<file path="src/rtl/uart_cmd_parser_if.sv">
// Bundles the UART DMA receive/send streams, the 32-bit register bus and the drop counter.
// The parser uses the slave modport; the host side (DMA block, register file) uses master.
interface uart_cmd_parser_if;
  logic [7:0]  i_uart_DMA_rdata;
  logic        i_uart_DMA_rvalid;
  logic        i_uart_DMA_rlast;
  logic [7:0]  i_uart_DMA_rlen;
  logic [7:0]  o_uart_DMA_tdata;
  logic        o_uart_DMA_tlast;
  logic        o_uart_DMA_tvalid;
  logic        i_uart_DMA_tready;
  logic        o_reg_wr_en;
  logic        o_reg_rd_en;
  logic [7:0]  o_reg_addr;
  logic [31:0] o_reg_wdata;
  logic [31:0] i_reg_rdata;
  logic        i_reg_rd_valid;
  logic [15:0] o_drop_cnt;

  modport slave (
    input  i_uart_DMA_rdata, i_uart_DMA_rvalid, i_uart_DMA_rlast, i_uart_DMA_rlen,
    input  i_uart_DMA_tready, i_reg_rdata, i_reg_rd_valid,
    output o_uart_DMA_tdata, o_uart_DMA_tlast, o_uart_DMA_tvalid,
    output o_reg_wr_en, o_reg_rd_en, o_reg_addr, o_reg_wdata, o_drop_cnt
  );

  modport master (
    output i_uart_DMA_rdata, i_uart_DMA_rvalid, i_uart_DMA_rlast, i_uart_DMA_rlen,
    output i_uart_DMA_tready, i_reg_rdata, i_reg_rd_valid,
    input  o_uart_DMA_tdata, o_uart_DMA_tlast, o_uart_DMA_tvalid,
    input  o_reg_wr_en, o_reg_rd_en, o_reg_addr, o_reg_wdata, o_drop_cnt
  );
endinterface

</file>
<file path="src/rtl/uart_cmd_parser.sv">
// Parses 0x55/CMD/LEN/payload frames into register bus accesses and streams back a response.
// Define UART_CMD_CHECKSUM_EN to add a trailing XOR byte to both request and response frames.
module uart_cmd_parser #(
  parameter logic [7:0] CMD_WR     = 8'h01,
  parameter logic [7:0] CMD_RD     = 8'h02,
  parameter int         RD_TIMEOUT = 255
) (
  input  logic             i_clk,
  input  logic             i_rst,
  uart_cmd_parser_if.slave bus
);

  localparam int TW = (RD_TIMEOUT < 2) ? 1 : $clog2(RD_TIMEOUT + 1);
`ifdef UART_CMD_CHECKSUM_EN
  localparam logic [7:0] WR_LEN = 8'd6;
  localparam logic [7:0] RD_LEN = 8'd2;
  localparam logic [7:0] EXTRA  = 8'd1;
`else
  localparam logic [7:0] WR_LEN = 8'd5;
  localparam logic [7:0] RD_LEN = 8'd1;
  localparam logic [7:0] EXTRA  = 8'd0;
`endif

  typedef enum logic [2:0] {IDLE, RX, EXEC, WAIT_RD, RESP, DRAIN} state_e;

  state_e          state_q, state_d;
  logic [8:0]      cnt_q, cnt_d;
  logic [7:0]      cmd_q, cmd_d, len_q, len_d, xor_q, xor_d;
  logic [4:0][7:0] pay_q, pay_d;
  logic            dropping_q, dropping_d;
  logic [15:0]     drop_cnt_q, drop_cnt_d;
  logic [7:0]      status_q, status_d, rlen_q, rlen_d;
  logic [31:0]     rdata_q, rdata_d, wdata_q, wdata_d;
  logic [3:0]      idx_q, idx_d;
  logic [7:0]      tdata_q, tdata_d, addr_q, addr_d;
  logic            tlast_q, tlast_d, tvalid_q, tvalid_d;
  logic            wr_en_q, wr_en_d, rd_en_q, rd_en_d;
  logic [TW-1:0]   timer_q, timer_d;

  logic [7:0]       exec_status, resp_xor;
  logic [3:0]       resp_last;
  logic [15:0][7:0] resp_vec;
  logic             start_frame, busy, absorb, unused_rlen;

  assign unused_rlen = ^bus.i_uart_DMA_rlen;

  // Frame validity in priority order: byte count, opcode, checksum, expected LEN.
  always_comb begin
    exec_status = 8'h00;
    if ({1'b0, len_q} + 9'd3 != cnt_q)
      exec_status = 8'h04;
    else if (cmd_q != CMD_WR && cmd_q != CMD_RD)
      exec_status = 8'h02;
`ifdef UART_CMD_CHECKSUM_EN
    else if (xor_q != 8'h00)
      exec_status = 8'h05;
`endif
    else if ((cmd_q == CMD_WR && len_q != WR_LEN) || (cmd_q == CMD_RD && len_q != RD_LEN))
      exec_status = 8'h01;
  end

  always_comb begin
    resp_last = 4'(rlen_q + 8'd2);
    resp_xor  = (cmd_q | 8'h80) ^ rlen_q ^ status_q ^
                rdata_q[31:24] ^ rdata_q[23:16] ^ rdata_q[15:8] ^ rdata_q[7:0];
    resp_vec    = '0;
    resp_vec[0] = 8'h55;
    resp_vec[1] = cmd_q | 8'h80;
    resp_vec[2] = rlen_q;
    resp_vec[3] = status_q;
    resp_vec[4] = rdata_q[31:24];
    resp_vec[5] = rdata_q[23:16];
    resp_vec[6] = rdata_q[15:8];
    resp_vec[7] = rdata_q[7:0];
`ifdef UART_CMD_CHECKSUM_EN
    resp_vec[resp_last] = resp_xor;
`endif
  end

  always_comb begin
    state_d = state_q;  cnt_d = cnt_q;  cmd_d = cmd_q;  len_d = len_q;  xor_d = xor_q;
    pay_d = pay_q;  dropping_d = dropping_q;  drop_cnt_d = drop_cnt_q;
    status_d = status_q;  rlen_d = rlen_q;  rdata_d = rdata_q;  wdata_d = wdata_q;
    idx_d = idx_q;  tdata_d = tdata_q;  addr_d = addr_q;  tlast_d = tlast_q;
    tvalid_d = tvalid_q;  timer_d = timer_q;
    wr_en_d = 1'b0;  rd_en_d = 1'b0;
    start_frame = 1'b0;
    busy   = (state_q == EXEC) || (state_q == WAIT_RD) || (state_q == RESP);
    absorb = 1'b0;

    case (state_q)
      IDLE: begin
        if (bus.i_uart_DMA_rvalid) begin
          if (dropping_q) absorb = 1'b1;
          else            start_frame = 1'b1;
        end
      end
      RX: begin
        if (bus.i_uart_DMA_rvalid) begin
          cnt_d = (cnt_q == '1) ? cnt_q : cnt_q + 9'd1;
          xor_d = xor_q ^ bus.i_uart_DMA_rdata;
          if (cnt_q == 9'd1) cmd_d = bus.i_uart_DMA_rdata;
          if (cnt_q == 9'd2) len_d = bus.i_uart_DMA_rdata;
          if (cnt_q >= 9'd3 && cnt_q <= 9'd7) pay_d[3'(cnt_q - 9'd3)] = bus.i_uart_DMA_rdata;
          if (bus.i_uart_DMA_rlast) state_d = EXEC;
        end
      end
      DRAIN: begin
        if (bus.i_uart_DMA_rvalid && bus.i_uart_DMA_rlast) state_d = IDLE;
      end
      EXEC: begin
        status_d = exec_status;
        rlen_d   = 8'd1 + EXTRA;
        rdata_d  = '0;
        if (exec_status == 8'h00 && cmd_q == CMD_RD) begin
          rd_en_d = 1'b1;
          addr_d  = pay_q[0];
          timer_d = '0;
          state_d = WAIT_RD;
        end else begin
          if (exec_status == 8'h00) begin
            wr_en_d = 1'b1;
            addr_d  = pay_q[0];
            wdata_d = {pay_q[1], pay_q[2], pay_q[3], pay_q[4]};
          end
          state_d = RESP;  idx_d = '0;  tdata_d = 8'h55;  tvalid_d = 1'b1;  tlast_d = 1'b0;
        end
      end
      WAIT_RD: begin
        // A valid arriving on the timeout cycle itself still counts as a successful read.
        if (bus.i_reg_rd_valid || timer_q == TW'(RD_TIMEOUT)) begin
          status_d = bus.i_reg_rd_valid ? 8'h00 : 8'h03;
          rlen_d   = bus.i_reg_rd_valid ? 8'd5 + EXTRA : 8'd1 + EXTRA;
          rdata_d  = bus.i_reg_rd_valid ? bus.i_reg_rdata : 32'h0;
          state_d = RESP;  idx_d = '0;  tdata_d = 8'h55;  tvalid_d = 1'b1;  tlast_d = 1'b0;
        end else begin
          timer_d = timer_q + TW'(1);
        end
      end
      RESP: begin
        if (bus.i_uart_DMA_tready) begin
          if (tlast_q) begin
            state_d = IDLE;  tvalid_d = 1'b0;  tlast_d = 1'b0;  tdata_d = 8'h00;
            if (bus.i_uart_DMA_rvalid && !dropping_q) start_frame = 1'b1;
          end else begin
            idx_d   = idx_q + 4'd1;
            tdata_d = resp_vec[idx_q + 4'd1];
            tlast_d = (idx_q + 4'd1 == resp_last);
          end
        end
      end
      default: state_d = IDLE;
    endcase

    // Frames overlapping a busy command are swallowed whole, even if their tail lands in IDLE.
    if (bus.i_uart_DMA_rvalid && ((busy && !start_frame) || absorb)) begin
      dropping_d = !bus.i_uart_DMA_rlast;
      if (bus.i_uart_DMA_rlast && drop_cnt_q != 16'hFFFF) drop_cnt_d = drop_cnt_q + 16'd1;
    end

    if (start_frame) begin
      cnt_d = 9'd1;  cmd_d = '0;  len_d = '0;  pay_d = '0;  xor_d = '0;
      if (bus.i_uart_DMA_rdata == 8'h55)
        state_d = bus.i_uart_DMA_rlast ? EXEC : RX;
      else
        state_d = bus.i_uart_DMA_rlast ? IDLE : DRAIN;
    end
  end

  always_ff @(posedge i_clk or posedge i_rst) begin
    if (i_rst) begin
      state_q <= IDLE;  cnt_q <= '0;  cmd_q <= '0;  len_q <= '0;  xor_q <= '0;
      pay_q <= '0;  dropping_q <= 1'b0;  drop_cnt_q <= '0;
      status_q <= '0;  rlen_q <= '0;  rdata_q <= '0;  wdata_q <= '0;
      idx_q <= '0;  tdata_q <= '0;  addr_q <= '0;  tlast_q <= 1'b0;
      tvalid_q <= 1'b0;  timer_q <= '0;  wr_en_q <= 1'b0;  rd_en_q <= 1'b0;
    end else begin
      state_q <= state_d;  cnt_q <= cnt_d;  cmd_q <= cmd_d;  len_q <= len_d;  xor_q <= xor_d;
      pay_q <= pay_d;  dropping_q <= dropping_d;  drop_cnt_q <= drop_cnt_d;
      status_q <= status_d;  rlen_q <= rlen_d;  rdata_q <= rdata_d;  wdata_q <= wdata_d;
      idx_q <= idx_d;  tdata_q <= tdata_d;  addr_q <= addr_d;  tlast_q <= tlast_d;
      tvalid_q <= tvalid_d;  timer_q <= timer_d;  wr_en_q <= wr_en_d;  rd_en_q <= rd_en_d;
    end
  end

  assign bus.o_uart_DMA_tdata  = tdata_q;
  assign bus.o_uart_DMA_tlast  = tlast_q;
  assign bus.o_uart_DMA_tvalid = tvalid_q;
  assign bus.o_reg_wr_en       = wr_en_q;
  assign bus.o_reg_rd_en       = rd_en_q;
  assign bus.o_reg_addr        = addr_q;
  assign bus.o_reg_wdata       = wdata_q;
  assign bus.o_drop_cnt        = drop_cnt_q;

endmodule
</file>
<file path="src/flat_wrapper.sv">
// flat-port wrapper written by rule: the top's interface ports become plain ports
module uart_cmd_parser_flat 
#(
  parameter logic [7:0] CMD_WR     = 8'h01,
  parameter logic [7:0] CMD_RD     = 8'h02,
  parameter int         RD_TIMEOUT = 255
)
  (i_clk, i_rst, bus_i_uart_DMA_rdata, bus_i_uart_DMA_rvalid, bus_i_uart_DMA_rlast, bus_i_uart_DMA_rlen, bus_i_uart_DMA_tready, bus_i_reg_rdata, bus_i_reg_rd_valid, bus_o_uart_DMA_tdata, bus_o_uart_DMA_tlast, bus_o_uart_DMA_tvalid, bus_o_reg_wr_en, bus_o_reg_rd_en, bus_o_reg_addr, bus_o_reg_wdata, bus_o_drop_cnt);
  uart_cmd_parser_if bus_i ();
  input  logic i_clk;
  input  logic i_rst;
  input wire logic [$bits(bus_i.i_uart_DMA_rdata)-1:0] bus_i_uart_DMA_rdata;
  input wire logic [$bits(bus_i.i_uart_DMA_rvalid)-1:0] bus_i_uart_DMA_rvalid;
  input wire logic [$bits(bus_i.i_uart_DMA_rlast)-1:0] bus_i_uart_DMA_rlast;
  input wire logic [$bits(bus_i.i_uart_DMA_rlen)-1:0] bus_i_uart_DMA_rlen;
  input wire logic [$bits(bus_i.i_uart_DMA_tready)-1:0] bus_i_uart_DMA_tready;
  input wire logic [$bits(bus_i.i_reg_rdata)-1:0] bus_i_reg_rdata;
  input wire logic [$bits(bus_i.i_reg_rd_valid)-1:0] bus_i_reg_rd_valid;
  output wire logic [$bits(bus_i.o_uart_DMA_tdata)-1:0] bus_o_uart_DMA_tdata;
  output wire logic [$bits(bus_i.o_uart_DMA_tlast)-1:0] bus_o_uart_DMA_tlast;
  output wire logic [$bits(bus_i.o_uart_DMA_tvalid)-1:0] bus_o_uart_DMA_tvalid;
  output wire logic [$bits(bus_i.o_reg_wr_en)-1:0] bus_o_reg_wr_en;
  output wire logic [$bits(bus_i.o_reg_rd_en)-1:0] bus_o_reg_rd_en;
  output wire logic [$bits(bus_i.o_reg_addr)-1:0] bus_o_reg_addr;
  output wire logic [$bits(bus_i.o_reg_wdata)-1:0] bus_o_reg_wdata;
  output wire logic [$bits(bus_i.o_drop_cnt)-1:0] bus_o_drop_cnt;
  assign bus_i.i_uart_DMA_rdata = bus_i_uart_DMA_rdata;
  assign bus_i.i_uart_DMA_rvalid = bus_i_uart_DMA_rvalid;
  assign bus_i.i_uart_DMA_rlast = bus_i_uart_DMA_rlast;
  assign bus_i.i_uart_DMA_rlen = bus_i_uart_DMA_rlen;
  assign bus_i.i_uart_DMA_tready = bus_i_uart_DMA_tready;
  assign bus_i.i_reg_rdata = bus_i_reg_rdata;
  assign bus_i.i_reg_rd_valid = bus_i_reg_rd_valid;
  assign bus_o_uart_DMA_tdata = bus_i.o_uart_DMA_tdata;
  assign bus_o_uart_DMA_tlast = bus_i.o_uart_DMA_tlast;
  assign bus_o_uart_DMA_tvalid = bus_i.o_uart_DMA_tvalid;
  assign bus_o_reg_wr_en = bus_i.o_reg_wr_en;
  assign bus_o_reg_rd_en = bus_i.o_reg_rd_en;
  assign bus_o_reg_addr = bus_i.o_reg_addr;
  assign bus_o_reg_wdata = bus_i.o_reg_wdata;
  assign bus_o_drop_cnt = bus_i.o_drop_cnt;
  uart_cmd_parser #(.CMD_WR(CMD_WR), .CMD_RD(CMD_RD), .RD_TIMEOUT(RD_TIMEOUT)) u_core (.i_clk(i_clk), .i_rst(i_rst), .bus(bus_i));
endmodule
</file>
<file path="config.mk">
export PLATFORM = sky130hd
export DESIGN_NAME = uart_cmd_parser_flat
export DESIGN_NICKNAME = d
export VERILOG_FILES = /design/src/rtl/uart_cmd_parser_if.sv /design/src/rtl/uart_cmd_parser.sv /design/src/flat_wrapper.sv
export SDC_FILE = /design/constraint.sdc
export NUM_CORES = 1
export LEC_CHECK = 0
export ABC_CLOCK_PERIOD_IN_PS = 14350
export CAP_MARGIN = 20
export CORE_MARGIN = 3
export CORE_UTILIZATION = 40
export DETAILED_ROUTE_END_ITERATION = 6
export DONT_BUFFER_PORTS = 1
export REMOVE_ABC_BUFFERS = 1
export SLEW_MARGIN = 20
export SYNTH_ARGS = -nofsm -noshare
export SYNTH_HDL_FRONTEND = slang
export SYNTH_SLANG_ARGS = --single-unit
export TNS_END_PERCENT = 5
</file>
<file path="constraint.sdc">
create_clock -name i_clk -period 14.35 [get_ports i_clk]
set_input_delay 0.7175 -clock i_clk [delete_from_list [all_inputs] [get_ports i_clk]]
set_output_delay 0.7175 -clock i_clk [all_outputs]
set_load 0.03 [all_outputs]
</file>
==> impl_results.md <==
* Register-to-Register Path Depth at 10
* Vias in the first global route at 5682
* Grt ovf at 0
* Max-slew violation count at 0
* R2R Setup Slk at 10.89 ns
* Post-route setup slack at 10.89 ns
* Die width at 153 µm
* # hold bufs at CTS at 0
* Post-layout util at 45.2%
* Core Area at 0.0211 mm²
* # rows at 53
* Boundary pin count at around 120
* Final Hold Viols at 0
* Final instance area at ~0.0095 mm²
* Cell Area, Synth at 0.00864 mm²
* Fillers at 1999
* Psw at 672 µW
* Clk network pwr share at 26.9%
* Pre-CTS WS at around 11 ns
* Tightest Pin Transition at about 0.97 ns
* Clk pin slew, worst setup/hold paths at roughly 0.070 ns
* Antenna diode count at 0
* Gpl congestion at around 0.8
* Share of cells above drive strength 1 at 15.6%
* Pwr dens at 199 mW/mm²
* Resized Gates After CTS at 0
* Post-DP HPWL at approximately 13 mm
* Post-synthesis cell count at 778
* Initial antenna violation count at 0
* First-pass GRT wire length at 32.5 mm
* Critical Path AT at 3.78 ns
* CP Class: reg2reg
* # Max-Cap Violations at 0
* Initial DRC Count at roughly 420
* Setup_tns at 0 ns
* Mean Syn Cell Area at 11.1 µm²
* RSZ-0062 raised after global routing: false
* Yosys cell types at 59
* Nets at 822
* CTS tree: yes
* Worst EP required at roughly 15 ns
* RR Startpoint: u_core.len_q[0]
* Leading area contributor after synthesis: dfrtp_1
* Top cells by area, synth: dfrtp_1, mux2_2, mux2i_1
* Die ar. at 0.0234 mm²
* First drt pass iteration count at 4
* Worst clock skew at 0.0230 ns
* Leakage at 4.28 nW
* EDFF count, synth at 0
* DP Area at between 0.008 and 0.009 mm²
* Seq pwr share at between 40% and 50%
* Yosys warns at 0
* Switching share of power at 35.4%
* Largest net degree at the start of global routing at between 100 and 150
* Synth Flop Type: dfrtp_1
* CP max stage cell: or3_1
* Placed cells at 1013
* Overall Global Routing Usage at around 17%
* Slew Limit Headroom at 35.6%
* Final wirelength at 19.4 mm
* CP cell instances: inv_1, ha_1, nor2b_1, o21ai_0, a31oi_1, or3_1, nor3_4, o21ai_4, buf_16, mux2_2
* Fin cells at 1045
* Final period util at 24.1%
* R2r endpoint: u_core.bus.o_reg_wdata[24]
* Pwr Total at approximately 1.9 mW
* Worst-Skew Late Latency at 0.44 ns
* Synth async-reset ratio at 100%
* Hold_ws at 0.219 ns
* Initial Utilization at 41.0%
* Per-cell routed wire length at 18.6 µm
* Worst stage delay on the critical path at approximately 0.51 ns
* Maximum clock insertion buffer count at 2
* I/O Buffers at 0
* CP endpoint kind: flip-flop
* Root Buffer: clkbuf_16
* CTS Buf Count at 17
* Seq cells post-synth at 186
* Worst min-delay path class: in2async
* Crit path max fanout at 18
* Post-detailed-route via-to-cell ratio at 5.45
* Final ANT Viol Nets at 0
* Post-CTS setup buffer count at 0
* Drc violations at 0
* Final setup viols at 0
* Die height at 153 µm
* Post-synthesis sequential area ratio at 53.9%
* Area growth syn-to-layout at 10.3%
* Crit path time final at 3.46 ns
* Yosys top cell area share at 53.9%
* Via count at 5691
* Sink Count at about 190
* Outcome: complete, no violations
* Worst vdd ir at 0.0000886 V
* Fmax at between 200 and 300 MHz
* CTS H-tree lvls at 4
* Internal at 1.22 mW
* Startpoint types: flip-flop
* Comb pwr share at 28.5%
[worst max-delay path by stage]
stage	from	endpoint	cells past startpoint	slack [ns]
after global routing	u_core.len_q[0]	u_core.bus.o_reg_wdata[24]	10	10.63
after detailed placement	u_core.len_q[0]	u_core.bus.o_reg_wdata[25]	9	10.91
after CTS	u_core.len_q[0]	u_core.bus.o_reg_wdata[25]	9	10.89
after floorplan	i_rst	u_core.bus.o_drop_cnt[0]	1	8.58
final	u_core.len_q[0]	u_core.bus.o_reg_wdata[24]	10	10.89
after global placement	u_core.len_q[0]	u_core.bus.o_reg_wdata[4]	9	10.98
[cell type report]
type / instances / area [µm²] / area share [%]
repair buffers: 9 / 87.6 / 0.919
clock inverters: 12 / 186 / 1.96
flip-flops and latches: 186 / 4650 / 48.9
clock buffers: 19 / 453 / 4.75
multi-input cells: 522 / 3710 / 39.0
inverters: 22 / 90.1 / 0.946
well taps: 275 / 344 / 3.61
[registers in the layout (all words and copies together), names as in the netlist, 2 cells and up]
name and cells:
u_core.rdata_q 32, u_core.status_q 3, u_core.bus.o_reg_addr 8, u_core.cmd_q 8, u_core.pay_q 40, u_core.bus.o_reg_wdata 32
u_core.bus.o_uart_DMA_tdata 8, u_core.idx_q 4, u_core.len_q 8, u_core.bus.o_drop_cnt 16, u_core.state_q 3, u_core.timer_q 8
u_core.rlen_q 2, u_core.cnt_q 9
[layer usage]
metal  GRT usage (%)  up-vias  routed length [µm]
met2            25.6      112                8870
met3            5.18       12                1040
li1                -     2735                   -
met1            24.4     2832                9370
met5               0        -                   0
met4            4.41        0                 161
[kinds of logic (layout without fill, tap and decap cells)]
group | after synthesis | after routing | synth area share, %
multiplexers | 88 | 88 | 11.8
XOR/XNOR | 37 | 37 | 3.75
adder cells (fa/ha/maj) | 10 | 10 | 1.45
flip-flops | 186 | 186 | 53.9
AO/OA/AOI/OAI | 147 | 147 | 11.5
AND/OR/NAND/NOR | 240 | 240 | 14.2
buffers and inverters | 70 | 62 | 3.48
[placed cells by master, fill, tap and decap left out, types with 4 or more instances in the layout]
cell type / netlist / routed
inv_1: 22 / 21
clkbuf_16: 0 / 17
nand3_1: 48 / 48
nand2b_1: 8 / 8
a21oi_1: 26 / 25
mux2_2: 48 / 48
nor2b_1: 6 / 6
or3_1: 6 / 6
or4_1: 4 / 4
and3_1: 8 / 8
ha_1: 10 / 10
o21ai_2: 10 / 9
xor2_1: 13 / 13
bufinv_16: 0 / 4
nand4_1: 9 / 9
mux2i_1: 34 / 34
nand2_1: 47 / 47
o31ai_1: 8 / 8
dfrtp_1: 186 / 186
buf_4: 2 / 8
o21ai_0: 44 / 44
xnor2_1: 24 / 24
nor2_1: 65 / 65
a22o_1: 33 / 33
nand3b_1: 5 / 5
nor3_1: 6 / 5
mux4_2: 6 / 6
[critical path: cells and delay by family (launching register included)]
kind | cells | cell delay, ns
muxes | 1 | 0.27
AOI/OAI and AO/OA | 3 | 0.69
buffers and inverters | 2 | 0.38
and+or+nand+nor | 3 | 1.19
adders and majority gates | 1 | 0.32
DFF | 1 | 0.48
[power groups by stage]
stage,clock [mW],combinational [mW],sequential [mW]
final,0.509,0.540,0.847
after global routing,0.542,0.613,0.873
after CTS,0.521,0.543,0.848
after detailed placement,0,0.539,0.857
after global placement,0,0.531,0.855
after floorplan,0,0.423,0.822
[synth_stat cells, types with 4 or more instances]
cell type,number
buf_1,8
o21ai_0,44
o31ai_1,8
xnor2_1,24
nor2_1,65
a22o_1,33
mux2i_1,34
mux2_2,48
nand2b_1,8
mux4_2,6
nor2b_1,6
or4_1,4
nand2_1,47
xor2_1,13
or3_1,6
nor3_1,6
ha_1,10
nand3b_1,5
and3_1,8
nand4_1,9
buf_2,12
nand3_1,48
a21oi_1,26
o21ai_2,10
clkbuf_1,24
inv_1,22
dfrtp_1,186
Power figures use the tool's default switching activity.
